### src/rtl/sata_link_rx_framer.sv
// rtl/sata_link_rx_framer.sv - SATA link-layer receive framer: primitive decode, CONT handling, frame extraction
//
// Ports:
//   clk, reset        rising-edge clock; asynchronous active-high reset
//   phy_dat[31:0]     received dword, byte 0 in [7:0]
//   phy_datak[3:0]    per-byte K flags; 4'b0001 = primitive, 4'b0000 = data
//   phy_val           phy_dat/phy_datak valid this cycle
//   rx_dat[31:0]      frame dword (still scrambled), CRC dword included
//   rx_val            rx_dat valid, single-cycle per dword, no backpressure
//   rx_eop            last dword of the frame
//   prim_code[3:0]    last received primitive code (0 = unrecognised K dword)
//   prim_val          pulse: prim_code updated
//   stat_abort        pulse: frame ended by SYNC or SOF
//   stat_overlong     pulse: frame exceeded MAXLEN dwords
//   stat_code_err     pulse: unrecognised K dword

module sata_link_rx_framer #(
    parameter int MAXLEN = 2050
) (
    input  logic        clk,
    input  logic        reset,
    input  logic [31:0] phy_dat,
    input  logic [3:0]  phy_datak,
    input  logic        phy_val,
    output logic [31:0] rx_dat,
    output logic        rx_val,
    output logic        rx_eop,
    output logic [3:0]  prim_code,
    output logic        prim_val,
    output logic        stat_abort,
    output logic        stat_overlong,
    output logic        stat_code_err
);

    // Wide enough to hold MAXLEN+1 without wrapping.
    localparam int CW = $clog2(MAXLEN + 2);
    localparam logic [CW-1:0] MAX_CNT = CW'(MAXLEN);

    localparam logic [3:0] P_SYNC = 4'd1;
    localparam logic [3:0] P_SOF  = 4'd7;
    localparam logic [3:0] P_EOF  = 4'd8;

    typedef enum logic [1:0] {
        IDLE  = 2'd0,
        FRAME = 2'd1,
        DROP  = 2'd2
    } state_t;

    state_t        state, state_n;
    logic [31:0]   hold_dat, hold_dat_n;
    logic          hold_full, hold_full_n;
    logic [CW-1:0] count, count_n;
    logic          cont, cont_n;

    logic [31:0]   rx_dat_n;
    logic          rx_val_n, rx_eop_n;
    logic [3:0]    prim_code_n;
    logic          prim_val_n, stat_abort_n, stat_overlong_n, stat_code_err_n;

    logic          is_data, is_k, is_align, is_cont, dec_known;
    logic [3:0]    dec_code;

    // Primitive decode. Only datak=0001 can be a primitive; any other
    // non-zero datak pattern falls through as an unknown K dword.
    always_comb begin
        is_data   = phy_val && (phy_datak == 4'b0000);
        is_k      = phy_val && (phy_datak != 4'b0000);
        is_align  = 1'b0;
        is_cont   = 1'b0;
        dec_known = 1'b0;
        dec_code  = 4'd0;
        if (is_k && phy_datak == 4'b0001) begin
            dec_known = 1'b1;
            case (phy_dat)
                32'hB5B5957C: dec_code = 4'd1;
                32'h5757B57C: dec_code = 4'd2;
                32'h4A4A957C: dec_code = 4'd3;
                32'h5555B57C: dec_code = 4'd4;
                32'h3535B57C: dec_code = 4'd5;
                32'h5656B57C: dec_code = 4'd6;
                32'h3737B57C: dec_code = 4'd7;
                32'hD5D5B57C: dec_code = 4'd8;
                32'hD5D5AA7C: dec_code = 4'd9;
                32'h9595AA7C: dec_code = 4'd10;
                32'h5858B57C: dec_code = 4'd11;
                32'h3636B57C: dec_code = 4'd12;
                32'h9999AA7C: begin is_cont  = 1'b1; dec_known = 1'b0; end
                32'h7B4A4ABC: begin is_align = 1'b1; dec_known = 1'b0; end
                default:      dec_known = 1'b0;
            endcase
        end
    end

    always_comb begin
        state_n         = state;
        hold_dat_n      = hold_dat;
        hold_full_n     = hold_full;
        count_n         = count;
        cont_n          = cont;
        rx_dat_n        = rx_dat;
        rx_val_n        = 1'b0;
        rx_eop_n        = 1'b0;
        prim_code_n     = prim_code;
        prim_val_n      = 1'b0;
        stat_abort_n    = 1'b0;
        stat_overlong_n = 1'b0;
        stat_code_err_n = 1'b0;

        if (is_k && !is_align) begin
            if (is_cont) begin
                // Previous primitive stays in effect; following data is junk.
                cont_n = 1'b1;
            end else begin
                cont_n     = 1'b0;
                prim_val_n = 1'b1;
                if (!dec_known) begin
                    prim_code_n     = 4'd0;
                    stat_code_err_n = 1'b1;
                end else begin
                    prim_code_n = dec_code;
                    case (state)
                        IDLE: begin
                            if (dec_code == P_SOF) begin
                                state_n     = FRAME;
                                hold_full_n = 1'b0;
                                count_n     = '0;
                            end
                        end
                        FRAME: begin
                            if (dec_code == P_EOF || dec_code == P_SYNC || dec_code == P_SOF) begin
                                // Flush whatever is held as the frame's last dword.
                                rx_val_n    = hold_full;
                                rx_eop_n    = hold_full;
                                rx_dat_n    = hold_full ? hold_dat : rx_dat;
                                hold_full_n = 1'b0;
                                count_n     = '0;
                                state_n     = (dec_code == P_SOF) ? FRAME : IDLE;
                                stat_abort_n = (dec_code != P_EOF);
                            end
                        end
                        DROP: begin
                            if (dec_code == P_EOF || dec_code == P_SYNC) begin
                                state_n = IDLE;
                            end else if (dec_code == P_SOF) begin
                                state_n     = FRAME;
                                hold_full_n = 1'b0;
                                count_n     = '0;
                            end
                        end
                        default: state_n = IDLE;
                    endcase
                end
            end
        end else if (is_data && !cont && state == FRAME) begin
            if (count == MAX_CNT) begin
                // This dword would overflow the frame: drop it, close the frame.
                rx_val_n        = hold_full;
                rx_eop_n        = hold_full;
                rx_dat_n        = hold_full ? hold_dat : rx_dat;
                hold_full_n     = 1'b0;
                stat_overlong_n = 1'b1;
                state_n         = DROP;
            end else begin
                // One-dword delay so EOF can mark the previous dword as last.
                rx_val_n    = hold_full;
                rx_dat_n    = hold_full ? hold_dat : rx_dat;
                hold_dat_n  = phy_dat;
                hold_full_n = 1'b1;
                count_n     = count + 1'b1;
            end
        end
    end

    always_ff @(posedge clk or posedge reset) begin
        if (reset) begin
            state         <= IDLE;
            hold_dat      <= '0;
            hold_full     <= 1'b0;
            count         <= '0;
            cont          <= 1'b0;
            rx_dat        <= '0;
            rx_val        <= 1'b0;
            rx_eop        <= 1'b0;
            prim_code     <= '0;
            prim_val      <= 1'b0;
            stat_abort    <= 1'b0;
            stat_overlong <= 1'b0;
            stat_code_err <= 1'b0;
        end else begin
            state         <= state_n;
            hold_dat      <= hold_dat_n;
            hold_full     <= hold_full_n;
            count         <= count_n;
            cont          <= cont_n;
            rx_dat        <= rx_dat_n;
            rx_val        <= rx_val_n;
            rx_eop        <= rx_eop_n;
            prim_code     <= prim_code_n;
            prim_val      <= prim_val_n;
            stat_abort    <= stat_abort_n;
            stat_overlong <= stat_overlong_n;
            stat_code_err <= stat_code_err_n;
        end
    end

endmodule

### config.mk
export PLATFORM = sky130hd
export DESIGN_NAME = sata_link_rx_framer
export DESIGN_NICKNAME = d
export VERILOG_FILES = /design/src/rtl/sata_link_rx_framer.sv
export SDC_FILE = /design/constraint.sdc
export NUM_CORES = 1
export LEC_CHECK = 0
export CAP_MARGIN = 10
export CORE_MARGIN = 2
export CORE_UTILIZATION = 35
export CTS_CLUSTER_SIZE = 16
export DETAILED_ROUTE_END_ITERATION = 16
export PLACE_DENSITY = 0.58
export SLEW_MARGIN = 20
export SYNTH_ARGS = -nofsm -noshare
export SYNTH_HDL_FRONTEND = slang
export SYNTH_SLANG_ARGS = --single-unit
### constraint.sdc
create_clock -name clk -period 2.8 [get_ports clk]
set_input_delay 0.56 -clock clk [delete_from_list [all_inputs] [get_ports clk]]
set_output_delay 0.56 -clock clk [all_outputs]
set_load 0.01 [all_outputs]
==> reports/qor.yml, run 1 <==
tritoncts: "done"
finalHoldViolations: 0
cts_hold_buf: 0
fmax_ghz: 0.3639
clock_path_buffers: 2
synthArstFlopShare_pct: 100.0
finalClockSkew_ps: 5.937
dr.pass1.iters: 4
p_switching_uw: 923.4
num-fill-cells: 1070
rows: 40
antenna_left: 0
regArea_mm2: 0.002252
fin_crit_sh_pct: 98.15
irDropWorstVdd_v: 0.0002630
setup_violations: 0
ys_seq_area_share_pct: 52.20
ys_seq_elements: 90
grt_antenna_before_repair: 0
gp_congestion: 0.8816
powerDensity_mw_per_mm2: 559.8
clk-insertion-delay-late_ps: 350
area_growth_pct: 50.20
clk_pin_slew_ps: 60
grt_first_pass_wirelength_mm: 18.72
post-route-min-period_ps: 2748
viasPerCell: 5.053
final_nets: 630
htree_levels: 3
drt-total-wl_mm: 11.53
cts_root_buf: "clkbuf_16"
grt_use_total_pct: 18.16
start_util_pct: 35.92
worstPathArrival_ps: 2970
p_leak_nw: 3.182
synth_cell_type_count: 55
die-height_um: 115.0
fp.coreArea_mm2: 0.01201
max_cap_violations: 0
slew_headroom_pct: 67.03
final_core_util_pct: 53.95
seqPwrFrac_pct: 45.4
synth-edff-count: 0
worst_pin_slew_ps: 494.6
setup.worst_path.start_class: "input pin"
diodes: 0
cts_buffers: 9
synth_ff_type: "dfrtp_1"
cp_max_fo: 6
grt_start_max_net_pins: 91
multiInputGateArea_mm2: 0.002188
clock-sinks: 90
remaining_drc_errors: 0
post-place-ws_ps: -781.0
fin_ws_ps: 51.74
switching_share_pct: 25.46
grt_pass1_vias: 3832
crit_required_ps: 3020
fin_setup_tns_ps: 0
wl_per_cell_um: 15.55
drt_iter0_drc: 154
p_int_mw: 2.704
avgSynthCellArea_um2: 10.37
dp_hpwl_mm: 8.094
status: "finished clean"
worstSetupPathType: "input pin to flop"
rsz0062_at_grt: "true"
io_pins: 81
fp.dieW_um: 115.0
p_comb_share_pct: 19.8
die_area_mm2: 0.01323
syn_area_mm2: 0.004314
end_kind: "flop"
io_buffers: 80
hold_class: "input pin to flop"
via_count: 3744
grt_overflow: 0
syn-num-nets: 457
synth_warnings: 0
drv_slew: 0
drive_above_1_share_pct: 34.85
clock_power_share_pct: 34.7
postSynthCellCount: 416
[through the flow]
stage	area, um^2	hold WS [ps]	power (mW)	std cells
3_3_place_gp	5857	454.7	2.349	701
4_1_cts	6444	427.7	3.656	734
3_5_place_dp	5857	463.0	2.378	701
5_1_grt	6480	440.5	3.800	741
6_report	6480	434.2	3.628	741
2_1_floorplan	4375	441.7	1.996	416
[cells in the final DEF, fill, tap and decap left out, drive strengths merged, types with 4 or more instances in the layout]
cell type	instances
a21oi	9
a31oi	14
and3	9
and4	5
and4bb	5
buf	107
clkbuf	28
clkdlybuf4s50	48
dfrtp	90
dlygate4sd2	5
inv	12
mux2	32
nand2	120
nand3	11
nand4	6
nand4bb	5
nor2	18
nor2b	4
nor3	4
nor4	7
o21ai	10
[sequential cells by signal (all words and copies together), names as in the netlist]
register / flops
prim_val: 1
hold_full: 1
hold_dat: 32
rx_eop: 1
stat_abort: 1
rx_val: 1
prim_code: 4
count: 12
stat_overlong: 1
rx_dat: 32
state: 2
stat_code_err: 1
cont: 1
[synthesized netlist by cell type, drive strengths merged, types with 2 or more instances]
library cell,instances,area [um^2]
a211oi,2,20.02
o21a,2,15.01
nor3,4,20.02
inv,13,48.80
o211ai,2,15.01
nor4b,2,17.52
a21oi,9,45.04
and4,5,43.79
nor4bb,2,20.02
nand4b,2,17.52
a31oi,14,87.58
and3,9,56.30
buf,6,51.30
or3,2,12.51
nand2b,3,18.77
nor2b,4,25.02
mux2,32,469.2
nand4,6,37.54
ha,2,25.02
o21ai,10,53.80
clkbuf,9,33.78
nor4,7,65.06
nand2,120,450.4
dfrtp,90,2252
nand4bb,5,56.30
and4bb,5,62.56
nor2,18,67.56
and2,3,18.77
nand3,11,55.05
[area by class of cell]
class / instances / share of cell area, %
inverter: 13 / 0.8110
multi-input combinational: 298 / 33.77
sequential: 90 / 34.76
clock inverter: 3 / 0.7144
timing repair buffer: 177 / 22.94
clock buffer: 13 / 4.171
tap: 147 / 2.838
[logic make-up after synthesis]
| family | after synthesis | share of synthesized area [%] |
|---|---|---|
| simple gates | 211 | 24.77 |
| fa+ha+maj | 2 | 0.5800 |
| compound gates | 51 | 8.063 |
| buf+inv | 28 | 3.103 |
| flops | 90 | 52.20 |
| mux | 32 | 10.88 |
| xor+xnor | 2 | 0.4061 |
[power groups by stage]
stage               clock (mW)  combinational, mW  sequential [mW]
finish                    1.26              0.720             1.65
global route              1.33              0.792             1.68
CTS                       1.29              0.716             1.65
detailed placement           0              0.705             1.67
global placement             0              0.686             1.66
floorplan                    0              0.318             1.68
[critical path, cell delays in order]
cell and delay (ps):
buf_4 130, and4bb_2 320, nand4_1 160, or4_4 510, o311a_4 170, buf_6 130
nand2b_4 130, o31a_1 280, a211oi_2 280, buf_4 210, a31oi_1 80
[final timing paths]
path,start,endpoint,slack (ps),depth (start not counted)
worst max-delay path,phy_dat[23],count[2],50,11
min in group asynchronous,reset,rx_dat[24],690,3
worst max register to register,state[1],count[6],890,7
worst min register to register,hold_dat[23],hold_dat[23],470,2
max in group asynchronous,reset,state[0],1720,3
worst min-delay path,phy_dat[25],hold_dat[25],430,3
[layer usage]
layer,up-vias,GRT usage (%),share of wire (%)
met2,84,31.10,50
met1,1845,22.80,43
met5,-,0,0
met3,15,3.110,4.8
met4,0,7.470,2.3
li1,1800,-,-
[repair_timing]
action,CTS,global route
gates cloned,1,0
gates resized for setup,91,57
setup endpoints to repair,48,48
setup buffers,16,7
pin swaps,28,18
Note: power is estimated with default switching activity, not from simulation.
==> inputs of run 2 (changes only) <==
--- a/config.mk
+++ b/config.mk
@@ -10,8 +10,7 @@
 export CORE_UTILIZATION = 35
 export CTS_CLUSTER_SIZE = 16
 export DETAILED_ROUTE_END_ITERATION = 16
-export PLACE_DENSITY = 0.58
-export SLEW_MARGIN = 20
+export PLACE_DENSITY = 0.55
 export SYNTH_ARGS = -nofsm -noshare
 export SYNTH_HDL_FRONTEND = slang
 export SYNTH_SLANG_ARGS = --single-unit
==> constraint.sdc (replaced) <==
create_clock -name clk -period 3.25 [get_ports clk]
set_input_delay 0.65 -clock clk [delete_from_list [all_inputs] [get_ports clk]]
set_output_delay 0.65 -clock clk [all_outputs]
set_load 0.01 [all_outputs]
==> run 2 against run 1 <==
Critical path depth unchanged. Sequential cell count unchanged. Via count decreased by 4.1%. Largest cell class unchanged. Combinational power decreased by 16%. Count of clock-buffer cells in the layout decreased by 1. Clock skew increased by 1.4 ps.
==> reports/qor.yml, run 2 (synthesis results as in run 1) <==
status: "finished clean"
reg_top3: "hold_dat: 32 flops, rx_dat: 32 flops, count: 12 flops"
clock_power_share_pct: 36.2  # +1.5 points
total_power_mw: 3.174  # -13%
clk_pin_slew_ps: 60  # about the same
wl_met1_mm: 5.432  # +8.9%
grt_first_pass_wirelength_mm: 18.37  # -1.9%
antenna_left: 0  # unchanged
post-place-ws_ps: -440.3  # +340.7 ps
fp.dieW_um: 115.0  # unchanged
crit_path_frequent_cell: "buf_4"
irDropWorstVdd_v: 0.0002316  # -12%
p_switching_uw: 794.6  # -14%
rows: 40  # unchanged
gp_congestion: 0.9369  # +6.3%
drt_iter0_drc: 201  # +31%
p_leak_nw: 3.178  # -0.14%
path_delay_family: "simple AND/OR/NAND/NOR gates"
place_inst: 695  # -0.86%
wl_met3_um: 432  # -21%
top_layer_used: "met4"
seqPwrFrac_pct: 44.7  # -0.7 points
final_cell_mix: "nand2_1 (120), dfrtp_1 (90), buf_4 (69)"
fin_ws_ps: 21.72  # -30.02 ps
num-fill-cells: 1103  # +3.1%
worst-path-buf-inv: 3  # unchanged
cts_buffers: 9  # unchanged
htree_levels: 3  # unchanged
area_growth_pct: 47.56
final_cell_area_mm2: 0.006366  # -1.8%
die-height_um: 115.0  # unchanged
critical_path.cell_chain: "clkdlybuf4s50_1 > nor4_2 > nand4_1 > or4_4 > o311a_4 > buf_4 > nand2b_1 > o31a_1 > a211oi_2 > buf_4 > a31oi_1"
fin_crit_sh_pct: 99.33
die_area_mm2: 0.01323  # unchanged
powerDensity_mw_per_mm2: 498.6  # -11%
diodes: 0  # unchanged
fin_setup_tns_ps: 0  # unchanged
io_pins: 81  # unchanged
regArea_mm2: 0.002252  # unchanged
grt_antenna_before_repair: 0  # unchanged
holdWs_ps: 475.4  # +41.22 ps
final_core_util_pct: 53.00  # -0.95 points
end_kind: "flop"
p_int_mw: 2.380  # -12%
setup.worst_path.start_class: "input pin"
clock-sinks: 90  # unchanged
grt_start_max_net_pins: 91  # unchanged
fp.coreArea_mm2: 0.01201  # unchanged
cts_root_buf: "clkbuf_16"
setup_violations: 0  # unchanged
slowest_stage: "clkdlybuf4s50_1"
cts_hold_buf: 0  # unchanged
clock_path_buffers: 2  # unchanged
via_count: 3592  # -4.1%
layout_commonest_cell: "nand2_1"
finalClockSkew_ps: 7.347  # +1.410 ps
hold_class: "flop to flop"
p_comb_share_pct: 19.1  # -0.7 points
grt_pass1_vias: 3660  # -4.5%
dr.pass1.iters: 4  # unchanged
start_util_pct: 35.92  # unchanged
slew_headroom_pct: 67.27  # +0.24 points
crit_required_ps: 3470  # +450 ps
cp_max_fo: 6  # unchanged
worstPathArrival_ps: 3450  # +480 ps
wl_per_cell_um: 16.11  # +3.6%
fmax_ghz: 0.3098
final_nets: 607  # -3.7%
post-route-min-period_ps: 3228
grt_overflow: 0  # unchanged
switching_share_pct: 25.03  # -0.42 points
remaining_drc_errors: 0  # unchanged
finalNonFillerCells: 718  # -3.1%
drive_above_1_share_pct: 26.62  # -8.2 points
worstSetupPathType: "input pin to flop"
dpl_cell_area_mm2: 0.005753  # -1.8%
max_cap_violations: 0  # unchanged
crit_path_max_incr_delay_ps: 480  # -30 ps
grt_use_total_pct: 17.93  # -0.23 points
io_buffers: 80  # unchanged
dr_wl_met2_mm: 5.489  # -4.1%
tritoncts: "done"
finalHoldViolations: 0  # unchanged
dp_hpwl_mm: 7.871  # -2.8%
worst_pin_slew_ps: 487.3  # -7.367 ps
drv_slew: 0  # unchanged
viasPerCell: 5.003  # -0.99%
drt-total-wl_mm: 11.57  # +0.37%
clk-insertion-delay-late_ps: 350  # about the same
multiInputGateArea_mm2: 0.002083  # -4.8%
## run 2: final cells by class
type / count / area share (%)
Sequential cell: 90 / 35.38
Timing Repair Buffer: 154 / 23.03
Tap cell: 147 / 2.889
Multi-Input combinational cell: 298 / 32.72
Inverter: 13 / 0.7862
Clock inverter: 4 / 1.160
Clock buffer: 12 / 4.029
## run 2: per-layer routing
metal / vias to the layer above / GRT usage [%]
li1: 1756 / -
met1: 1745 / 23.78
met2: 73 / 29.22
met3: 18 / 3.954
met4: 0 / 6.024
met5: - / 0
## run 2: worst register-to-register path, stage by stage (launching register included)
cell and delay [ps]:
dfrtp_1 380, nand2b_1 260, nor3_1 240, nand3_1 220, nor2_2 160, buf_4 410
a21oi_1 130, a31oi_1 180
## run 2: repair_timing
item / CTS / global route
buffers inserted: 2 / 3
cloned: 1 / 1
endpoints found under the setup margin: 45 / 46
pin swaps: 6 / 11
gates resized for setup: 14 / 35
## run 2: path summary, 6_finish.rpt
kind | start | cells after the start | slack [ps] | endpoint
worst max register to register | state[1] | 7 | 1190 | count[6]
max in group asynchronous | reset | 3 | 2150 | state[0]
worst min register to register | hold_dat[30] | 2 | 480 | hold_dat[30]
worst min-delay path | hold_dat[30] | 2 | 480 | hold_dat[30]
worst max-delay path | phy_dat[29] | 11 | 20 | count[10]
min in group asynchronous | reset | 3 | 740 | rx_dat[31]
## run 2: power groups by stage
| stage | combinational (mW) | sequential [mW] | clock [mW] |
|---|---|---|---|
| 6_report | 0.606 | 1.42 | 1.15 |
| 5_1_grt | 0.663 | 1.44 | 1.22 |
| 4_1_cts | 0.607 | 1.42 | 1.18 |
| 3_5_place_dp | 0.599 | 1.44 | 0 |
| 3_3_place_gp | 0.586 | 1.43 | 0 |
| 2_1_floorplan | 0.271 | 1.44 | 0 |
